File: src/rtl/reorder_buffer.sv
// 16-entry in-order reorder buffer: allocates in tag order, retires in program order,
// frees committed pd_old registers and reports branch outcomes back to rename.

module rob_entry (
    input  logic        clk,
    input  logic        reset,
    input  logic        i_alloc,
    input  logic [6:0]  i_pd_old,
    input  logic [31:0] i_pc,
    input  logic        i_set_done,
    input  logic        i_kill,
    output logic        o_valid,
    output logic        o_done,
    output logic [6:0]  o_pd_old,
    output logic [31:0] o_pc
);
    logic        r_valid;
    logic        r_done;
    logic [6:0]  r_pd_old;
    logic [31:0] r_pc;

    // Allocation wins over a same-cycle completion to this slot: that completion is lost.
    always_ff @(posedge clk or posedge reset) begin
        if (reset) begin
            r_valid  <= 1'b0;
            r_done   <= 1'b0;
            r_pd_old <= 7'd0;
            r_pc     <= 32'd0;
        end else if (i_alloc) begin
            r_valid  <= 1'b1;
            r_done   <= 1'b0;
            r_pd_old <= i_pd_old;
            r_pc     <= i_pc;
        end else begin
            if (i_set_done) r_done  <= 1'b1;
            if (i_kill)     r_valid <= 1'b0;
        end
    end

    assign o_valid  = r_valid;
    assign o_done   = r_done;
    assign o_pd_old = r_pd_old;
    assign o_pc     = r_pc;
endmodule

module reorder_buffer #(
    parameter int DEPTH = 16
) (
    input  logic        clk,
    input  logic        reset,
    input  logic        valid_in,
    output logic        ready_in,
    input  logic [3:0]  tag_in,
    input  logic [6:0]  pd_new_in,
    input  logic [6:0]  pd_old_in,
    input  logic [31:0] pc_in,
    input  logic        cmpl_valid,
    input  logic [3:0]  cmpl_tag,
    input  logic        br_valid,
    input  logic [3:0]  br_tag,
    input  logic        br_mispredict,
    output logic        write_en,
    output logic [6:0]  rob_data_out,
    output logic        mispredict,
    output logic        hit,
    output logic [4:0]  mispredict_tag,
    output logic        commit_valid,
    output logic [31:0] commit_pc,
    output logic [3:0]  commit_tag,
    output logic        tag_err
);
    logic [3:0]  r_head;
    logic [3:0]  r_tail;
    logic [4:0]  r_count;
    logic        r_tag_err;
    logic        r_write_en;
    logic [6:0]  r_rob_data;
    logic        r_mispredict;
    logic        r_hit;
    logic [4:0]  r_mp_tag;
    logic        r_commit_valid;
    logic [31:0] r_commit_pc;
    logic [3:0]  r_commit_tag;

    logic [DEPTH-1:0]       w_valid;
    logic [DEPTH-1:0]       w_done;
    logic [DEPTH-1:0]       w_alloc;
    logic [DEPTH-1:0]       w_set_done;
    logic [DEPTH-1:0]       w_kill;
    logic [DEPTH-1:0][6:0]  w_pd_old;
    logic [DEPTH-1:0][31:0] w_pc;

    logic       w_br_ok;
    logic       w_squash;
    logic       w_commit;
    logic       w_disp;
    logic [3:0] w_br_off;
    logic [4:0] w_n_after;
    logic       w_unused_pd_new;

    // Squashed pd_new values are recovered by rename from its checkpoint.
    assign w_unused_pd_new = ^pd_new_in;

    assign ready_in  = !reset && (r_count != 5'd16) && !r_mispredict;
    assign w_br_ok   = br_valid && w_valid[br_tag];
    assign w_squash  = w_br_ok && br_mispredict;
    assign w_commit  = (r_count != 5'd0) && w_valid[r_head] && w_done[r_head];
    assign w_disp    = valid_in && ready_in && !w_squash;
    assign w_br_off  = br_tag - r_head;
    // Younger entries behind the branch; derived from count so a full ring squashes correctly.
    assign w_n_after = r_count - {1'b0, w_br_off} - 5'd1;

    for (genvar i = 0; i < DEPTH; i++) begin : g_ent
        localparam logic [3:0] IDX = 4'(i);
        logic [3:0] w_rel;
        assign w_rel         = IDX - br_tag - 4'd1;
        assign w_alloc[i]    = w_disp && (r_tail == IDX);
        assign w_set_done[i] = (cmpl_valid && (cmpl_tag == IDX) && w_valid[i]) ||
                               (w_br_ok && (br_tag == IDX));
        assign w_kill[i]     = (w_squash && ({1'b0, w_rel} < w_n_after)) ||
                               (w_commit && (r_head == IDX));

        rob_entry u_ent (
            .clk        (clk),
            .reset      (reset),
            .i_alloc    (w_alloc[i]),
            .i_pd_old   (pd_old_in),
            .i_pc       (pc_in),
            .i_set_done (w_set_done[i]),
            .i_kill     (w_kill[i]),
            .o_valid    (w_valid[i]),
            .o_done     (w_done[i]),
            .o_pd_old   (w_pd_old[i]),
            .o_pc       (w_pc[i])
        );
    end

    always_ff @(posedge clk or posedge reset) begin
        if (reset) begin
            r_head    <= 4'd0;
            r_tail    <= 4'd0;
            r_count   <= 5'd0;
            r_tag_err <= 1'b0;
        end else begin
            r_head <= r_head + {3'd0, w_commit};
            if (w_squash) begin
                r_tail  <= br_tag + 4'd1;
                r_count <= {1'b0, w_br_off} + 5'd1 - {4'd0, w_commit};
            end else begin
                r_tail  <= r_tail + {3'd0, w_disp};
                r_count <= r_count + {4'd0, w_disp} - {4'd0, w_commit};
            end
            if (w_disp && (tag_in != r_tail)) r_tag_err <= 1'b1;
        end
    end

    // Strobes are single-cycle; their data fields hold until the next event.
    always_ff @(posedge clk or posedge reset) begin
        if (reset) begin
            r_write_en     <= 1'b0;
            r_rob_data     <= 7'd0;
            r_mispredict   <= 1'b0;
            r_hit          <= 1'b0;
            r_mp_tag       <= 5'd0;
            r_commit_valid <= 1'b0;
            r_commit_pc    <= 32'd0;
            r_commit_tag   <= 4'd0;
        end else begin
            r_commit_valid <= w_commit;
            r_write_en     <= w_commit && (w_pd_old[r_head] != 7'd0);
            r_mispredict   <= w_squash;
            r_hit          <= w_br_ok && !br_mispredict;
            if (w_commit) begin
                r_commit_pc  <= w_pc[r_head];
                r_commit_tag <= r_head;
                if (w_pd_old[r_head] != 7'd0) r_rob_data <= w_pd_old[r_head];
            end
            if (w_br_ok) r_mp_tag <= {1'b0, br_tag};
        end
    end

    assign write_en       = r_write_en;
    assign rob_data_out   = r_rob_data;
    assign mispredict     = r_mispredict;
    assign hit            = r_hit;
    assign mispredict_tag = r_mp_tag;
    assign commit_valid   = r_commit_valid;
    assign commit_pc      = r_commit_pc;
    assign commit_tag     = r_commit_tag;
    assign tag_err        = r_tag_err;
endmodule

File: config.mk
export PLATFORM = sky130hd
export DESIGN_NAME = reorder_buffer
export DESIGN_NICKNAME = d
export VERILOG_FILES = /design/src/rtl/reorder_buffer.sv
export SDC_FILE = /design/constraint.sdc
export NUM_CORES = 2
export LEC_CHECK = 0
export ABC_AREA = 1
export BUFFER_PORTS_ARGS = -buffer_cell sky130_fd_sc_hd__buf_2
export CAP_MARGIN = 20
export CELL_PAD_IN_SITES_DETAIL_PLACEMENT = 0
export CELL_PAD_IN_SITES_GLOBAL_PLACEMENT = 2
export CORE_MARGIN = 2
export CORE_UTILIZATION = 41
export CTS_CLUSTER_DIAMETER = 60
export DETAILED_ROUTE_END_ITERATION = 12
export PLACE_DENSITY_LB_ADDON = 0.08
export SETUP_SLACK_MARGIN = 0.2
export SYNTH_ARGS = -nofsm -noshare
export SYNTH_HDL_FRONTEND = slang
export SYNTH_HIERARCHICAL = 1
export SYNTH_SLANG_ARGS = --single-unit
export TNS_END_PERCENT = 1
File: constraint.sdc
create_clock -name clk -period 7.5 [get_ports clk]
set_input_delay 0.75 -clock clk [delete_from_list [all_inputs] [get_ports clk]]
set_output_delay 0.75 -clock clk [all_outputs]
set_load 0.005 [all_outputs]
# == Word-level counts from Yosys, hierarchy flattened ==
# Cells that the tools add are included.
# word_totals
in_bits,64
out_inout_bits,54
reg_bits,721
# classes
n_mux,76
eq_ne,62
n_reduce_logical,182
order_cmp,18
addsub,42
# op_table
op,n
$bmux 32 s4,1
$eq 4x4->1 const B,32
$logic_and 1x1->1,107
$lt 4x5->1,16
$mux 1,67
$eq 4x3->1 const B,16
$reduce_bool 2->1,32
$sub 4x1->4 const B,16
$eq 4x2->1 const B,8
$logic_or 1x1->1,32
$mux 32,1
$sub 4x4->4 const A,8
$bmux 7 s4,1
$eq 4x1->1 const B,4
$logic_not 4->1,4
$sub 3x4->4 const A,4
$bmux 1 s4,3
$lt 4x5->1 const B,2
$sub 5x1->5,2
$add 4x1->4,2
$sub 1x4->4 const A,2
$sub 2x4->4 const A,2
$mux 7,1
$reduce_bool 7->1,1
other kinds (13),16

# == Longest topological paths before layout ==
# logic_depth
depth_word,9
ltp_mapped,22
mapped_depth_nobuf,22

# == Cells and area by module ==
# Netlist, hierarchy kept.
# modules_own_cells
module,instances,area_per_inst_um2,seq_area_each_um2,cells_per_inst
rob_entry,16,1641.6,1026.0,174
reorder_buffer,1,9621.7,1626.6,1637

# == Worst setup path before layout ==
# Ideal clock, no wire load.
# synth_timing
path_type,input-to-reg
from,input port reset
to,register r_count[4]
n_path_buf,0
arrival_ns,3.994
setup_slack_ns,3.424
stages,13
setup_time_ns,0.083
required_time_ns,7.417
path_cell_list,inv_1 -> nand3_1 -> nor2_1 -> nand2_1 -> ha_1 -> inv_1 -> ha_1 -> inv_1 -> fa_1 -> o21ai_0 -> xor2_1 -> nand2_1 -> o21ai_0
# synth_between
elab_chain_len,8
# synth_lines
item,line,rtl
from (decl),50,"input logic reset,"
$logic_not 1->1 (no source line),n/a,
$logic_and 1x1->1 (2 in a row),104,assign ready_in = !reset && (r_count != 5'd16) && !r_mispredict;
$logic_and 1x1->1 (2 in a row),108,assign w_disp = valid_in && ready_in && !w_squash;
$add 5x1->5,151,"r_count <= r_count + {4'd0, w_disp} - {4'd0, w_commit};"
$sub 5x1->5,151,
$mux 5,146,if (w_squash) begin
to (signal assigned),148,"r_count <= {1'b0, w_br_off} + 5'd1 - {4'd0, w_commit};"
to (signal assigned),151,
to (decl),74,logic [4:0] r_count;
# Every way passes these cells.
# A chain may end at the register's enable or synchronous reset.

# == Worst setup path after layout ==
# layout_timing
from,register r_head[0]
to,register r_count[3]
# layout_between
elab_chain_len,6
word_cells_on_any_way,11
classes_between,add/sub (4); mux (5); reduce/logical (2)
# layout_lines
item,line,rtl
from (decl),72,logic [3:0] r_head;
from (signal assigned),145,"r_head <= r_head + {3'd0, w_commit};"
"parallel branches: the longest is 5 deep, another holds $add 4x1->5",n/a,
$mux 5 (*),146,
# Mark *: on every way between the ends. The select of a mux whose other input is x is not followed.

==> impl_metrics.env <==
export IMPL_vias_per_cell=5.19
export IMPL_finalHoldViolCount=0
export IMPL_use_met1_pct=40.9
export IMPL_place_inst=5477
export IMPL_cp_arrival_ns=4.86
export IMPL_num_io_pins=118
export IMPL_ys_top_cells_by_count="nand2_1, dfrtp_1, a22oi_1"
export IMPL_initial_core_util_pct=41.4
export IMPL_postCtsSetupBuffers=0
export IMPL_hold_class="input port to register"
export IMPL_slew_viol_final=0
export IMPL_critPathKind="register to register"
export IMPL_critical_path_required_ns=8.00
export IMPL_antenna_cells=0
export IMPL_synth_cell_types=40
export IMPL_period_share_pct=58.1
export IMPL_antenna_found_initial=2
export IMPL_synth_simple_gate_area_share_pct=31.7
export IMPL_max_freq_ghz=0.230
export IMPL_synth_top_family_by_area="simple AND/OR/NAND/NOR gates"
export IMPL_finalCriticalPeriod_ns=4.36
export IMPL_grt_max_degree=133
export IMPL_whs_ns=0.249
export IMPL_slew_headroom_pct=24.5
export IMPL_yosys_area_share_adder_pct=1.77
export IMPL_hold_start="br_mispredict"
export IMPL_portBuffers=109
export IMPL_cts_buffers=91
export IMPL_clkTransAtPathRegs_ns=0.06
export IMPL_leakage_nw=21.1
export IMPL_grt_overflow=0
export IMPL_hpwl_mm=71.6
export IMPL_worstPathMaxFanout=50
export IMPL_syn_to_final_growth_pct=8.64
export IMPL_grt_setup_unrepaired="false"
export IMPL_irDropWorstVdd_uv=337
export IMPL_power_density_nw_per_um2=431
export IMPL_clockBufferDepth=3
export IMPL_first_pass_iters=6
export IMPL_busiest_layer="met2"
export IMPL_cp_end_kind="register"
export IMPL_layout_drive_gt1_share_pct=11.8
export IMPL_synth_area_leaders="dfrtp_1, nand2_1, a22oi_1, nand2_2, buf_6"
export IMPL_grt_first_pass_wirelength_mm=194
export IMPL_cts_sinks=721
export IMPL_num_nets_final=4529
export IMPL_antenna_left=0
export IMPL_tightest_slew_ns=1.13
export IMPL_post_route_drc_count=0
export IMPL_routedWlPerCell_um=23.0
export IMPL_maxCapViolCount=0
export IMPL_clock_tree_root_cell="clkbuf_16"
export IMPL_hold_depth=2
export IMPL_die_h_um=300
export IMPL_critPathLaunchType="register"
export IMPL_synth_xor_area_share_pct=0.582
export IMPL_vias=29300
export IMPL_async_reset_ff_share_pct=100
export IMPL_synth_area_um2=35900
export IMPL_synth_top_cell_by_area="dfrtp_1"
export IMPL_grt_use_met3_pct=4.17
export IMPL_core_area_um2=86800
export IMPL_synth_top_area_share_pct=50.3
export IMPL_crit_start="r_head[0]"
export IMPL_dieArea_um2=89900
export IMPL_ff2ff_path_depth=16
export IMPL_fin_skew_ns=0.0237
export IMPL_place_congestion=0.795
export IMPL_synth_edff_count=0
export IMPL_synth_seq_cells=721
export IMPL_ys_seq_area_share_pct=50.3
export IMPL_synth_warnings=6
export IMPL_outcome="finished, final reports clean"
export IMPL_rows=108
export IMPL_met2_usage_pct=47.2
export IMPL_avgSynthCellArea_um2=8.12
export IMPL_h_tree_depth=3
export IMPL_cts_resized=0
export IMPL_fin_cells=5646
export IMPL_synth_flop_cell="dfrtp_1"
export IMPL_worstReg2RegStart="r_head[0]"
export IMPL_finalSetupTns_ns=0
export IMPL_synth_fp_nets=4534
export IMPL_synth_area_mux_share_pct=0
export IMPL_cts_hold_buf=0
export IMPL_cts_tree="yes"
export IMPL_grt_pass1_vias=28700
export IMPL_die_w_um=300
export IMPL_clk_latency_ns=0.67
export IMPL_synth_compound_area_share_pct=7.17
export IMPL_setup_viol=0
export IMPL_drt_total_wl_mm=130
export IMPL_syn_inst=4421
export IMPL_track_usage_pct=29.1
export IMPL_dr_first_iter_drc_count=2452
export IMPL_synth_most_common_cell="nand2_1"
## metal layers
layer | vias up | wire [um] | share of wire [%]
li1 | 13900 | - | -
met1 | 14400 | 59400 | 46
met2 | 850 | 60200 | 46
met3 | 169 | 7610 | 5.9
met4 | 0 | 2830 | 2.2
met5 | - | 0 | 0
## through the flow
stage	instance area, um2	setup WS [ns]	utilization [%]	total power, mW
after detailed placement	36000	2.61	41.5	12.5
after global placement	36000	2.61	41.5	12.4
after CTS	39000	3.12	44.9	16.9
final	39000	3.14	44.9	16.8
after floorplan	35900	3.42	-	10.6
after global routing	39000	2.90	44.9	18.0
## kinds of logic after synthesis
logic type | Yosys count
other | 1
AOI/OAI and AO/OA | 373
xor gates and xnor gates | 23
and+or+nand+nor | 2867
buffers and inverters | 387
adders and majority gates | 49
DFF | 721
## critical path, stage by stage (launching register included)
cell and delay (ns):
dfrtp_2 0.77, buf_4 0.52, inv_4 0.19, nand2_4 0.23, o22ai_1 0.09, o21ai_0 0.26
nand2_1 0.09, nor2_1 0.31, inv_1 0.09, nand2_2 0.07, buf_4 0.61, ha_1 0.27
ha_1 0.17, inv_1 0.05, ha_1 0.18, xnor2_1 0.14, o21ai_0 0.10
## registers in the layout (all words and copies together) (netlist names), 4 cells and up
signal                flops
commit_pc                32
g_ent.u_ent/o_done       16
r_tail                    4
mispredict_tag            4
g_ent.u_ent/o_pc        512
r_head                    4
g_ent.u_ent/o_pd_old    112
commit_tag                4
g_ent.u_ent/o_valid      16
r_count                   5
rob_data_out              7
## cell usage in the layout (no fill, tap or decap), types with 39 or more instances in the layout
cell type,synthesis,final
buf_4,2,49
buf_2,54,109
nand3_1,81,81
ha_1,46,46
nand2_2,162,163
a21oi_1,39,39
nor2_1,89,73
a22oi_1,236,236
inv_1,104,86
clkbuf_16,0,93
dfrtp_1,721,720
nand2_1,2500,2499
## area by class of cell
cell class	count	area [um2]
fillers	8960	47800
flip-flops and latches	721	18000
multi-input cells	3313	14900
clock buffers	135	2610
well taps	1155	1450
repair buffers	161	973
inverters	128	621
clock inverters	33	358
## where the power goes
part | internal, mW | switching, mW | leakage (nW) | total [mW]
clock network | 2.59 | 1.80 | 1.44 | 4.38
logic | 1.93 | 4.03 | 10.2 | 5.97
registers | 5.49 | 0.980 | 9.47 | 6.47
## final timing paths
check | to | slack [ns]
worst max-delay path | r_count[3] | 3.14
worst min-delay path | hit | 0.25
worst max register to register | r_count[3] | 3.14
worst min register to register | tag_err | 0.46
max in group asynchronous | g_ent[0].u_ent/o_pc[7] | 6.04
min in group asynchronous | g_ent[6].u_ent/o_pd_old[1] | 0.34
No activity file was read; power rests on OpenSTA's default activity.
